[src/rtl/pad_pkg.sv]
// pad_pkg: shared types and helpers for the padded-frame scheduler.
//   padState_e  : scheduler FSM states
//   CoordWidth  : width of padded x/y coordinates
//   borderOf    : border width b = (kernelSize-1)/2
//   paddedDim   : active dimension plus a border on both sides
package pad_pkg;

    localparam int unsigned CoordWidth = 16;

    typedef enum logic [1:0] {
        StIdle,
        StRun,
        StFlush
    } padState_e;

    function automatic int unsigned borderOf(input int unsigned kernelSize);
        return (kernelSize - 1) / 2;
    endfunction

    function automatic int unsigned paddedDim(input int unsigned active,
                                              input int unsigned kernelSize);
        return active + 2 * borderOf(kernelSize);
    endfunction

endpackage

[src/rtl/pad_coord_counter.sv]
// pad_coord_counter: raster x/y counter over the zero-padded frame.
//   clk, reset  : clock, asynchronous active-high reset
//   clear       : return to (0,0)
//   advance     : step one pixel in raster order (wraps at the padded frame end)
//   x, y        : current padded coordinate
//   lastPixel   : current coordinate is (W'-1, H'-1)
//   interior    : current coordinate lies inside the active image
module pad_coord_counter
    import pad_pkg::*;
#(
    parameter int unsigned width      = 320,
    parameter int unsigned height     = 240,
    parameter int unsigned kernelSize = 7
) (
    input  logic                  clk,
    input  logic                  reset,
    input  logic                  clear,
    input  logic                  advance,
    output logic [CoordWidth-1:0] x,
    output logic [CoordWidth-1:0] y,
    output logic                  lastPixel,
    output logic                  interior
);

    localparam int unsigned border = borderOf(kernelSize);
    localparam logic [CoordWidth-1:0] lastX = CoordWidth'(paddedDim(width, kernelSize) - 1);
    localparam logic [CoordWidth-1:0] lastY = CoordWidth'(paddedDim(height, kernelSize) - 1);
    localparam logic [CoordWidth-1:0] loX   = CoordWidth'(border);
    localparam logic [CoordWidth-1:0] hiX   = CoordWidth'(border + width);
    localparam logic [CoordWidth-1:0] loY   = CoordWidth'(border);
    localparam logic [CoordWidth-1:0] hiY   = CoordWidth'(border + height);

    logic [CoordWidth-1:0] xQ, xD, yQ, yD;

    always_comb begin
        xD = xQ;
        yD = yQ;
        if (clear) begin
            xD = '0;
            yD = '0;
        end else if (advance) begin
            if (xQ == lastX) begin
                xD = '0;
                yD = (yQ == lastY) ? '0 : yQ + 16'd1;
            end else begin
                xD = xQ + 16'd1;
            end
        end
    end

    always_ff @(posedge clk or posedge reset) begin
        if (reset) begin
            xQ <= '0;
            yQ <= '0;
        end else begin
            xQ <= xD;
            yQ <= yD;
        end
    end

    assign x         = xQ;
    assign y         = yQ;
    assign lastPixel = (xQ == lastX) && (yQ == lastY);
    assign interior  = (xQ >= loX) && (xQ < hiX) && (yQ >= loY) && (yQ < hiY);

endmodule

[src/rtl/pad_scheduler.sv]
// pad_scheduler: walks a zero-padded frame in raster order, pulling interior pixels
// from a show-ahead FIFO and inserting zero border pixels, then emits flushLen zero
// beats to drain the downstream filter and pulses oDone.
//   clk, reset            : clock, asynchronous active-high reset
//   iStart, iAbort        : frame start pulse, synchronous abort
//   iFifoEmpty, iFifoData : show-ahead FIFO status and head word
//   oFifoRdreq            : pop the head word (combinational)
//   oData, oValid, oX, oY : registered output beat and its padded coordinate
//   oBusy                 : FSM not idle
//   oDone                 : one-cycle pulse after the last flush beat
//   oErrOverlap           : sticky, iStart seen while busy
module pad_scheduler
    import pad_pkg::*;
#(
    parameter int unsigned width      = 320,
    parameter int unsigned height     = 240,
    parameter int unsigned kernelSize = 7,
    parameter int unsigned dataWidth  = 24,
    parameter int unsigned flushLen   = 8
) (
    input  logic                  clk,
    input  logic                  reset,
    input  logic                  iStart,
    input  logic                  iAbort,
    input  logic                  iFifoEmpty,
    input  logic [dataWidth-1:0]  iFifoData,
    output logic                  oFifoRdreq,
    output logic [dataWidth-1:0]  oData,
    output logic                  oValid,
    output logic [CoordWidth-1:0] oX,
    output logic [CoordWidth-1:0] oY,
    output logic                  oBusy,
    output logic                  oDone,
    output logic                  oErrOverlap
);

    localparam logic [15:0] flushLast = 16'(flushLen);

    padState_e             stateQ, stateD;
    logic [15:0]           flushCntQ, flushCntD;
    logic                  errQ, errD;
    logic                  clearCoord, advance;
    logic [CoordWidth-1:0] x, y;
    logic                  lastPixel, interior;
    logic                  rdreq;
    logic [dataWidth-1:0]  dataD;
    logic                  validD, doneD;
    logic [CoordWidth-1:0] xOutD, yOutD;

    pad_coord_counter #(
        .width     (width),
        .height    (height),
        .kernelSize(kernelSize)
    ) uCoord (
        .clk      (clk),
        .reset    (reset),
        .clear    (clearCoord),
        .advance  (advance),
        .x        (x),
        .y        (y),
        .lastPixel(lastPixel),
        .interior (interior)
    );

    always_comb begin
        stateD     = stateQ;
        flushCntD  = flushCntQ;
        errD       = errQ;
        clearCoord = 1'b0;
        advance    = 1'b0;
        rdreq      = 1'b0;
        dataD      = '0;
        validD     = 1'b0;
        doneD      = 1'b0;
        xOutD      = oX;
        yOutD      = oY;
        if (iAbort) begin
            // Abort also suppresses the pop so no FIFO word is silently dropped.
            stateD = StIdle;
        end else begin
            unique case (stateQ)
                StIdle: begin
                    if (iStart) begin
                        stateD     = StRun;
                        clearCoord = 1'b1;
                        flushCntD  = '0;
                        errD       = 1'b0;
                    end
                end
                StRun: begin
                    if (iStart) errD = 1'b1;
                    // Coordinates track the decision point, so they hold through bubbles.
                    xOutD = x;
                    yOutD = y;
                    if (!interior || !iFifoEmpty) begin
                        validD  = 1'b1;
                        advance = 1'b1;
                        if (interior) begin
                            rdreq = 1'b1;
                            dataD = iFifoData;
                        end
                        if (lastPixel) stateD = StFlush;
                    end
                end
                StFlush: begin
                    if (iStart) errD = 1'b1;
                    if (flushCntQ == flushLast) begin
                        stateD = StIdle;
                        doneD  = 1'b1;
                    end else begin
                        validD    = 1'b1;
                        flushCntD = flushCntQ + 16'd1;
                    end
                end
                default: stateD = StIdle;
            endcase
        end
    end

    always_ff @(posedge clk or posedge reset) begin
        if (reset) begin
            stateQ    <= StIdle;
            flushCntQ <= '0;
            errQ      <= 1'b0;
            oData     <= '0;
            oValid    <= 1'b0;
            oX        <= '0;
            oY        <= '0;
            oDone     <= 1'b0;
        end else begin
            stateQ    <= stateD;
            flushCntQ <= flushCntD;
            errQ      <= errD;
            oData     <= dataD;
            oValid    <= validD;
            oX        <= xOutD;
            oY        <= yOutD;
            oDone     <= doneD;
        end
    end

    assign oFifoRdreq  = rdreq;
    assign oBusy       = (stateQ != StIdle);
    assign oErrOverlap = errQ;

endmodule

[config.mk]
export PLATFORM = sky130hd
export DESIGN_NAME = pad_scheduler
export DESIGN_NICKNAME = d
export VERILOG_FILES = /design/src/rtl/pad_pkg.sv /design/src/rtl/pad_coord_counter.sv /design/src/rtl/pad_scheduler.sv
export SDC_FILE = /design/constraint.sdc
export NUM_CORES = 1
export LEC_CHECK = 0
export CAP_MARGIN = 5
export CORE_MARGIN = 3
export CORE_UTILIZATION = 53
export DETAILED_ROUTE_END_ITERATION = 8
export GPL_ROUTABILITY_DRIVEN = 0
export HOLD_SLACK_MARGIN = 0.08
export PLACE_DENSITY = 0.89
export SYNTH_ARGS = -nofsm -noshare
export SYNTH_HDL_FRONTEND = slang
export SYNTH_SLANG_ARGS = --single-unit
[constraint.sdc]
create_clock -name clk -period 4.8 [get_ports clk]
set_input_delay 1.44 -clock clk [delete_from_list [all_inputs] [get_ports clk]]
set_output_delay 1.44 -clock clk [all_outputs]
set_load 0.02 [all_outputs]
==> results of run 1 <==
## layout make-up
class / instances / area share (%)
Clock buffer: 11 / 2.044
Sequential cell: 109 / 42.43
Tap cell: 129 / 2.511
Clock inverter: 5 / 1.285
Inverter: 15 / 0.9148
Timing Repair Buffer: 95 / 14.56
Multi-Input combinational cell: 389 / 36.26
## metal layers
layer | share of wire [%] | track usage (%) | vias up | wire [um]
li1 | - | - | 2063 | -
met2 | 49 | 37.66 | 165 | 5854
met3 | 9.6 | 10.17 | 16 | 1146
met4 | 1.2 | 5.735 | 0 | 145
met1 | 40 | 27.70 | 2148 | 4839
met5 | 0 | 0 | - | 0
## cell usage in the layout (no fill, tap or decap), drive strengths merged, types with 3 or more instances in the layout
cell / n
nor3: 16
nand3: 23
a31oi: 3
or4: 5
inv: 16
nand3b: 3
a21oi: 5
and4: 7
clkdlybuf4s50: 89
and2: 25
a211oi: 5
o21ai: 34
o211ai: 3
a32oi: 5
and3: 7
buf: 6
dfrtp: 109
nor4: 12
nand2: 121
o41ai: 9
clkbuf: 11
o31ai: 13
xor2: 13
nand2b: 3
nand4: 15
ha: 10
nor3b: 3
nor2: 28
## kinds of logic after synthesis
logic type,count (synthesis),share of synthesized area (%)
buf+inv,46,3.671
simple gates,276,26.79
flops,109,51.97
compound gates,85,12.04
fa+ha+maj,10,2.384
xor+xnor,14,2.336
mux,4,0.8105
## through the flow
step                      utilization (%)  worst slack, ns  cell area (um^2)
after global placement              66.01           0.2555              6215
after global routing                68.28           0.1617              6429
after floorplan                         -           0.4861              5249
after detailed placement            66.01           0.2463              6215
final                               68.28           0.2170              6429
after CTS                           68.28           0.2138              6429
## worst paths after layout
path	start	endpoint	slack [ns]	cells past startpoint
setup / recovery	iAbort	oFifoRdreq	0.22	5
hold / removal	oY[6]	oY[6]	0.48	2
setup reg to reg	uCoord.y[12]	uCoord.y[8]	2.11	5
hold reg to reg	oY[6]	oY[6]	0.48	2
max in group asynchronous	reset	oData[1]	2.29	3
min in group asynchronous	reset	oY[0]	1.68	2
## report_power, final
part | switching (uW) | internal (uW) | leakage [uW]
Clock | 307 | 296 | 0.000108
Sequential | 139 | 1050 | 0.00147
Combinational | 427 | 315 | 0.00128
Total | 874 | 1660 | 0.00286
## registers in the layout, indices dropped and copies added, names as in the netlist, 2 cells and up
signal     flops
flushCntQ     16
oData         24
oX            16
oY            16
stateQ         2
uCoord.x      16
uCoord.y      16
## critical path, stage by stage
cell,delay [ns]
sky130_fd_sc_hd__clkdlybuf4s50_1,0.43
sky130_fd_sc_hd__inv_1,0.14
sky130_fd_sc_hd__nand2_1,0.12
sky130_fd_sc_hd__nor3_2,0.34
sky130_fd_sc_hd__clkdlybuf4s50_1,0.68
==> impl_summary.md, run 1 <==
Timing
Setup total negative slack on the finished layout was measured at 0 ns. The number of failing setup endpoints in the final timing report is 0. For the final database, setup skew stands at 0.01374 ns. The max-slew violation total from the final report is 0.

Measured against its own limit, the worst slew margin works out to 24.72%. Setup repair after global routing left no endpoint under its margin. The time the final worst path needs with I/O delays and setup is 4.583 ns. Derived from the worst setup path, the maximum achievable clock frequency is 218.2 MHz. The share of the cycle needed by the critical path after routing is 95.48%. Final hold analysis gives a worst-case slack of 0.4819 ns. The transition time at the pin with the least slew margin is 1.129 ns. The hold violation total from the final report was 0.

GRT
For this run the aggregate overflow at the end of global routing stands at 0. The wire length of the first global-routing pass is 20.76 mm. The initial antenna violation count is 0. Global routing used 22.91% of the available tracks. The number of global-route vias before repair is 4,420. The pin count of the biggest net entering global routing is 94.

Clock network
Clock-pin slew was measured on the worst setup and hold paths at 0.10 ns. Clock tree synthesis inserted a total of 9 buffers. The cts-stage hold buffer count is 0. The maximum clock path buffer count is 2. The insertion delay of the later-clocked pin in the worst-skew pair is 0.39 ns.

The count of H-tree levels built during CTS is 3. The number of sinks on the clock net is 109. Once the clock tree was built, the resizer swapped 0 gates to a different size. The TritonCTS clock tree is built.

In this run the clock root is driven by a sky130_fd_sc_hd__clkbuf_8. The post-CTS setup buffer count is 0.

Worst setup path
The kind of capture point of the worst setup path is an output port. STA classifies the critical path startpoint as an input pin. In this run the worst path has a maximum fanout of 5.

The critical path required time is 3.36 ns. For the worst setup path, the data arrival time is 3.14 ns. By startpoint and endpoint, the worst setup path is classified as input pin to output port.

Synth
Synthesis instantiated 56 different standard cells from the library. The biggest area contributor in the post-synthesis netlist is sky130_fd_sc_hd__dfrtp_1. Counting every net in the synthesized netlist gives 583. The number of flops mapped to enable cells by yosys is 0.

The total number of yosys warnings is 0. The post-synthesis instance area is 0.005249 mm^2. The proportion of netlist area held by the largest area contributor is 51.97%.

The post-synthesis area per instance is 9.648 um^2. After synthesis the netlist holds a flip-flop and latch count of 109. Sequential cells were found to cover 51.97% of the synthesized design area.

By area the synthesized netlist is led by sky130_fd_sc_hd__dfrtp_1 (52%), sky130_fd_sc_hd__nand2_1 (8.7%), sky130_fd_sc_hd__o21ai_0 (3.1%). Of all flip-flops after synthesis, the portion carrying an async set or reset was 100.0%. Counting instances in the post-synthesis netlist gives the leading cell types as sky130_fd_sc_hd__nand2_1 (121), sky130_fd_sc_hd__dfrtp_1 (109), sky130_fd_sc_hd__o21ai_0 (32). The most frequently used cell type in the post-synthesis netlist is sky130_fd_sc_hd__nand2_1.

The prevailing post-synth register cell is sky130_fd_sc_hd__dfrtp_1. The cell count after synthesis came out at 544.

Floorplan
The overall die area is 0.01113 mm^2. The die is 105.5 um wide. The initial utilization of the core area, before any placement, comes to 55.75%. The floorplan has 35 rows.

The y dimension of the die is 105.5 um. The core region is 0.009415 mm^2. 90 I/O pins were placed.

Route
After the first detailed-routing iteration, the DRC count stood at 401. The total detailed-routing wirelength is 11.99 mm. Once detail routing completed, the nets flagged for antenna violations numbered 0.

The via-per-instance ratio is 5.833. The via count is 4,392. The number of remaining DRC errors is 0.

The detailed-router iteration count before antenna repair is 5. Dividing the detail-routed wire length by the instance count gives 15.92 um.

Place
The placed wire-length estimate is 8.268 mm. The total of buffers placed on input and output ports is 89. Counting tap cells, the placed design contains a total of 737 instances.

Power and ir drop
The worst ir drop on vdd is 0.2418 mV. The leakage power of the design is 0.002860 uW. After layout, the design draws a total of 2533 uW.

The areal power density over the cells is 394.0 mW/mm^2.

Cells and area
The area growth from synthesis to layout is 22.48%. The share of cells above drive strength 1 is 6.891%. The area of the multi-input gates is 0.002331 mm^2.

Across the whole layout, storage elements account for 0.002728 mm^2. The filler cells instantiated in the layout total 695. The post-layout net count is 658. Once layout is complete, the cells apart from fillers number 753. The number of antenna diodes in the final layout is 0.

Status
The flow ran to the end, and the final reports show no timing, DRC or antenna violations.

Worst hold path
The path class of the lowest-slack min-delay path is flop to flop.

Run
Max-cap violations in this run came to 0.
Note: power is estimated with default switching activity, not from simulation.
==> inputs of run 2 (changes only) <==
--- a/config.mk
+++ b/config.mk
@@ -10,6 +10,7 @@
 export CORE_UTILIZATION = 53
 export DETAILED_ROUTE_END_ITERATION = 8
 export GPL_ROUTABILITY_DRIVEN = 0
+export GPL_TIMING_DRIVEN = 0
 export HOLD_SLACK_MARGIN = 0.08
 export PLACE_DENSITY = 0.89
 export SYNTH_ARGS = -nofsm -noshare
==> impl_summary.md, run 2 (synthesis gave the netlist of run 1 again) <==
Worst setup path
The worst reg2reg path startpoint is stateQ[0]. The number of cells traversed by the worst register-to-register path is 7 (+2). The slack of the worst reg-to-reg path is 2.13 ns (+0.02 ns). The critical path required time was 3.36 ns (about the same). Traced cell by cell, the critical path runs through clkbuf_1 -> inv_1 -> nand2_2 -> nor3_4 -> buf_2 -> clkdlybuf4s50_1. The number of buffers and inverters on the critical path is 4 (+1). On the critical path, the stage with the largest delay is an instance of sky130_fd_sc_hd__clkdlybuf4s50_1.

The worst stage delay on the critical path is 0.62 ns (-0.06 ns). The kind of launch point of the worst setup path is an input pin. The kind of capture point of the worst setup path is an output port. The cell family contributing the most delay on the critical path is buffers and inverters. The end of the worst register-to-register path is uCoord.x[10].

The critical path is of the input pin to output port type. The worst-path maximum fanout is 10 (+5). The arrival time at the worst endpoint came to 3.23 ns (+0.09 ns).

Timing
The worst-case hold slack is 0.4842 ns (+0.002271 ns). The transition time at the pin with the least slew margin is 0.8813 ns (-0.2478 ns). The number of failing setup endpoints in the final timing report is 0 (unchanged).

The worst max-slew margin expressed relative to the limit is 40.79% (+16 points). The final sum of negative setup slack came to 0 ns (unchanged). The timing-limited maximum frequency is 214.2 MHz (-1.9%). Setup repair after global routing left no endpoint under its margin. The time the final worst path needs with I/O delays and setup is 4.670 ns (+0.08662 ns). The slack of the critical path was 0.1304 ns (-0.08662 ns).

The hold violation total from the final report is 0 (unchanged). The setup skew after layout is 0.005793 ns (-0.007943 ns). The max-slew violation total from the final report is 0 (unchanged). The share of the cycle needed by the critical path after routing is 97.28% (+1.8 points).

Floorplan
The die outline width came to 105.5 um (unchanged). The number of standard-cell rows in the floorplan came to 35 (unchanged). The number of primary I/O pins was 90 (unchanged). The overall die area is 0.01113 mm^2 (unchanged). The y dimension of the die is 105.5 um (unchanged). The starting density of the core came to 55.75% (unchanged).

The area of the core region came to 0.009415 mm^2 (unchanged).

Cells and area
The area of the multi-input gates was 0.002342 mm^2 (+0.48%). The register with the most flip-flops in the final layout is oData. The flip-flop count of the largest register, all copies and words added is 24 (unchanged). The utilization after layout was 69.28% (+1.0 points).

The synthesis-to-layout area growth is 24.27%. The register area was 0.002728 mm^2 (unchanged). Leaving out fill and tap cells, the most frequent cell in the layout is sky130_fd_sc_hd__nand2_1. The post-layout net count came to 685 (+4.1%). The share of cells above drive strength 1 is 7.988% (+1.1 points). The library cells used most frequently in the layout, excluding fill and tap cells, are sky130_fd_sc_hd__nand2_1 (120), sky130_fd_sc_hd__dfrtp_1 (109), sky130_fd_sc_hd__clkdlybuf4s50_1 (88).

The filler cell count in the final layout is 709 (+2.0%). The count of inserted antenna diode cells is 0 (unchanged).

Power and ir drop
The areal power density over the cells is 379.4 mW/mm^2 (-3.7%). The leakage power of the design came to 0.002911 uW (+1.8%). The worst ir drop on vdd came to 0.2730 mV (+13%).

Route
The number of remaining DRC errors came to 0 (unchanged). The via-per-instance ratio is 5.847 (+0.25%). The total detailed-routing wirelength is 12.62 mm (+5.3%).

The detailed-route wire length per cell is 16.17 um (+1.6%). The sum of met3 wire segment lengths after detailed routing came to 1.330 mm (+16%). The wire length the detailed router placed on met1 is 4.978 mm (+2.9%). In this run the top signal layer used is met4. The via count is 4,561 (+3.8%). The number of DRC markers after the initial detailed-route iteration is 510 (+27%).

The antenna violation net count after detailed routing is 0 (unchanged). The detailed-router iteration count before antenna repair is 5 (unchanged). The detailed route wirelength on metal2 is 6.049 mm (+3.3%).

Clock network
The cts-stage hold buffer count is 0 (unchanged). The number of sinks on the clock net came to 109 (unchanged). The maximum clock path buffer count is 2 (unchanged). The clock root buffer is sky130_fd_sc_hd__clkbuf_8. The insertion delay of the later-clocked pin in the worst-skew pair is 0.37 ns (-0.02 ns). The count of H-tree levels built during CTS is 3 (unchanged). The TritonCTS clock tree is built. The clock-pin slew of the registers on the worst-case setup and hold paths is 0.10 ns (about the same). The number of CTS-inserted buffers is 9 (unchanged).

Status
The run finished with clean final reports.

Worst hold path
The tightest min-delay check is of the flop to flop type. The number of cells traversed by the worst hold path is 2 (unchanged). The path with the worst hold slack has its endpoint at oY[11]. The startpoint identified for the worst hold timing path is oY[11].

GRT
The pin count of the biggest net entering global routing is 72 (-23%). The number of global-route vias before repair is 4,673 (+5.7%). The total overflow reported by the global router came to 0 (unchanged). The wire length of the first global-routing pass is 21.95 mm (+5.7%).

The global router's overall resource usage is 23.97% (+1.1 points). The initial antenna violation count came to 0 (unchanged).

Run
The max-cap check violation count came to 0 (unchanged).

Place
The placed wire-length estimate is 9.038 mm (+9.3%). The total of buffers placed on input and output ports came to 88 (-1.1%). The pre-CTS worst setup slack came to -0.1263 ns (-0.3726 ns).
run 2: worst max path at each step:
stage / startpoint / to / slack, ns / depth (start not counted)
after floorplan: reset / flushCntQ[0] / 0.49 / 1
after global placement: reset / flushCntQ[7] / -0.90 / 2
after detailed placement: iAbort / oFifoRdreq / -0.13 / 6
after CTS: iAbort / oFifoRdreq / 0.004 / 6
after global routing: iAbort / oFifoRdreq / 0.01 / 6
final: iAbort / oFifoRdreq / 0.13 / 6
run 2: worst min-delay path: stages, from the launching register on:
cell and delay, ns:
sky130_fd_sc_hd__dfrtp_1 0.36, sky130_fd_sc_hd__nand2_1 0.05, sky130_fd_sc_hd__nand2_1 0.05
run 2: layer usage:
layer / vias to the layer above / track usage [%]
met5: - / 0
met4: 0 / 8.048
met3: 19 / 8.757
met2: 216 / 39.07
met1: 2215 / 29.64
li1: 2111 / -
run 2: repair_timing:
item	in CTS	in global routing
setup buffers	0	2
pin swaps	1	1
resized for setup	1	2
gates cloned	0	0
endpoints found under the setup margin	1	1
run 2: per-stage QoR:
stage | cells | area [um^2] | total power [uW]
after detailed placement | 762 | 6321 | 1971
after CTS | 778 | 6500 | 2483
after global routing | 780 | 6523 | 2618
after floorplan | 544 | 5249 | 1632
final | 780 | 6523 | 2475
after global placement | 761 | 6291 | 1926
run 2: area by class of cell:
class | count | share of cell area (%)
Inverter | 15 | 0.9016
Buffer | 31 | 2.091
Multi-Input combinational cell | 389 | 35.91
Sequential cell | 109 | 41.82
Clock inverter | 7 | 0.7481
Timing Repair Buffer | 91 | 14.16
Clock buffer | 9 | 1.899
Tap cell | 129 | 2.475
run 2: where the power goes:
part	leakage [uW]	internal, uW	switching (uW)
clock	0.0000902	192	315
sequential	0.00147	1050	106
combinational	0.00135	331	484
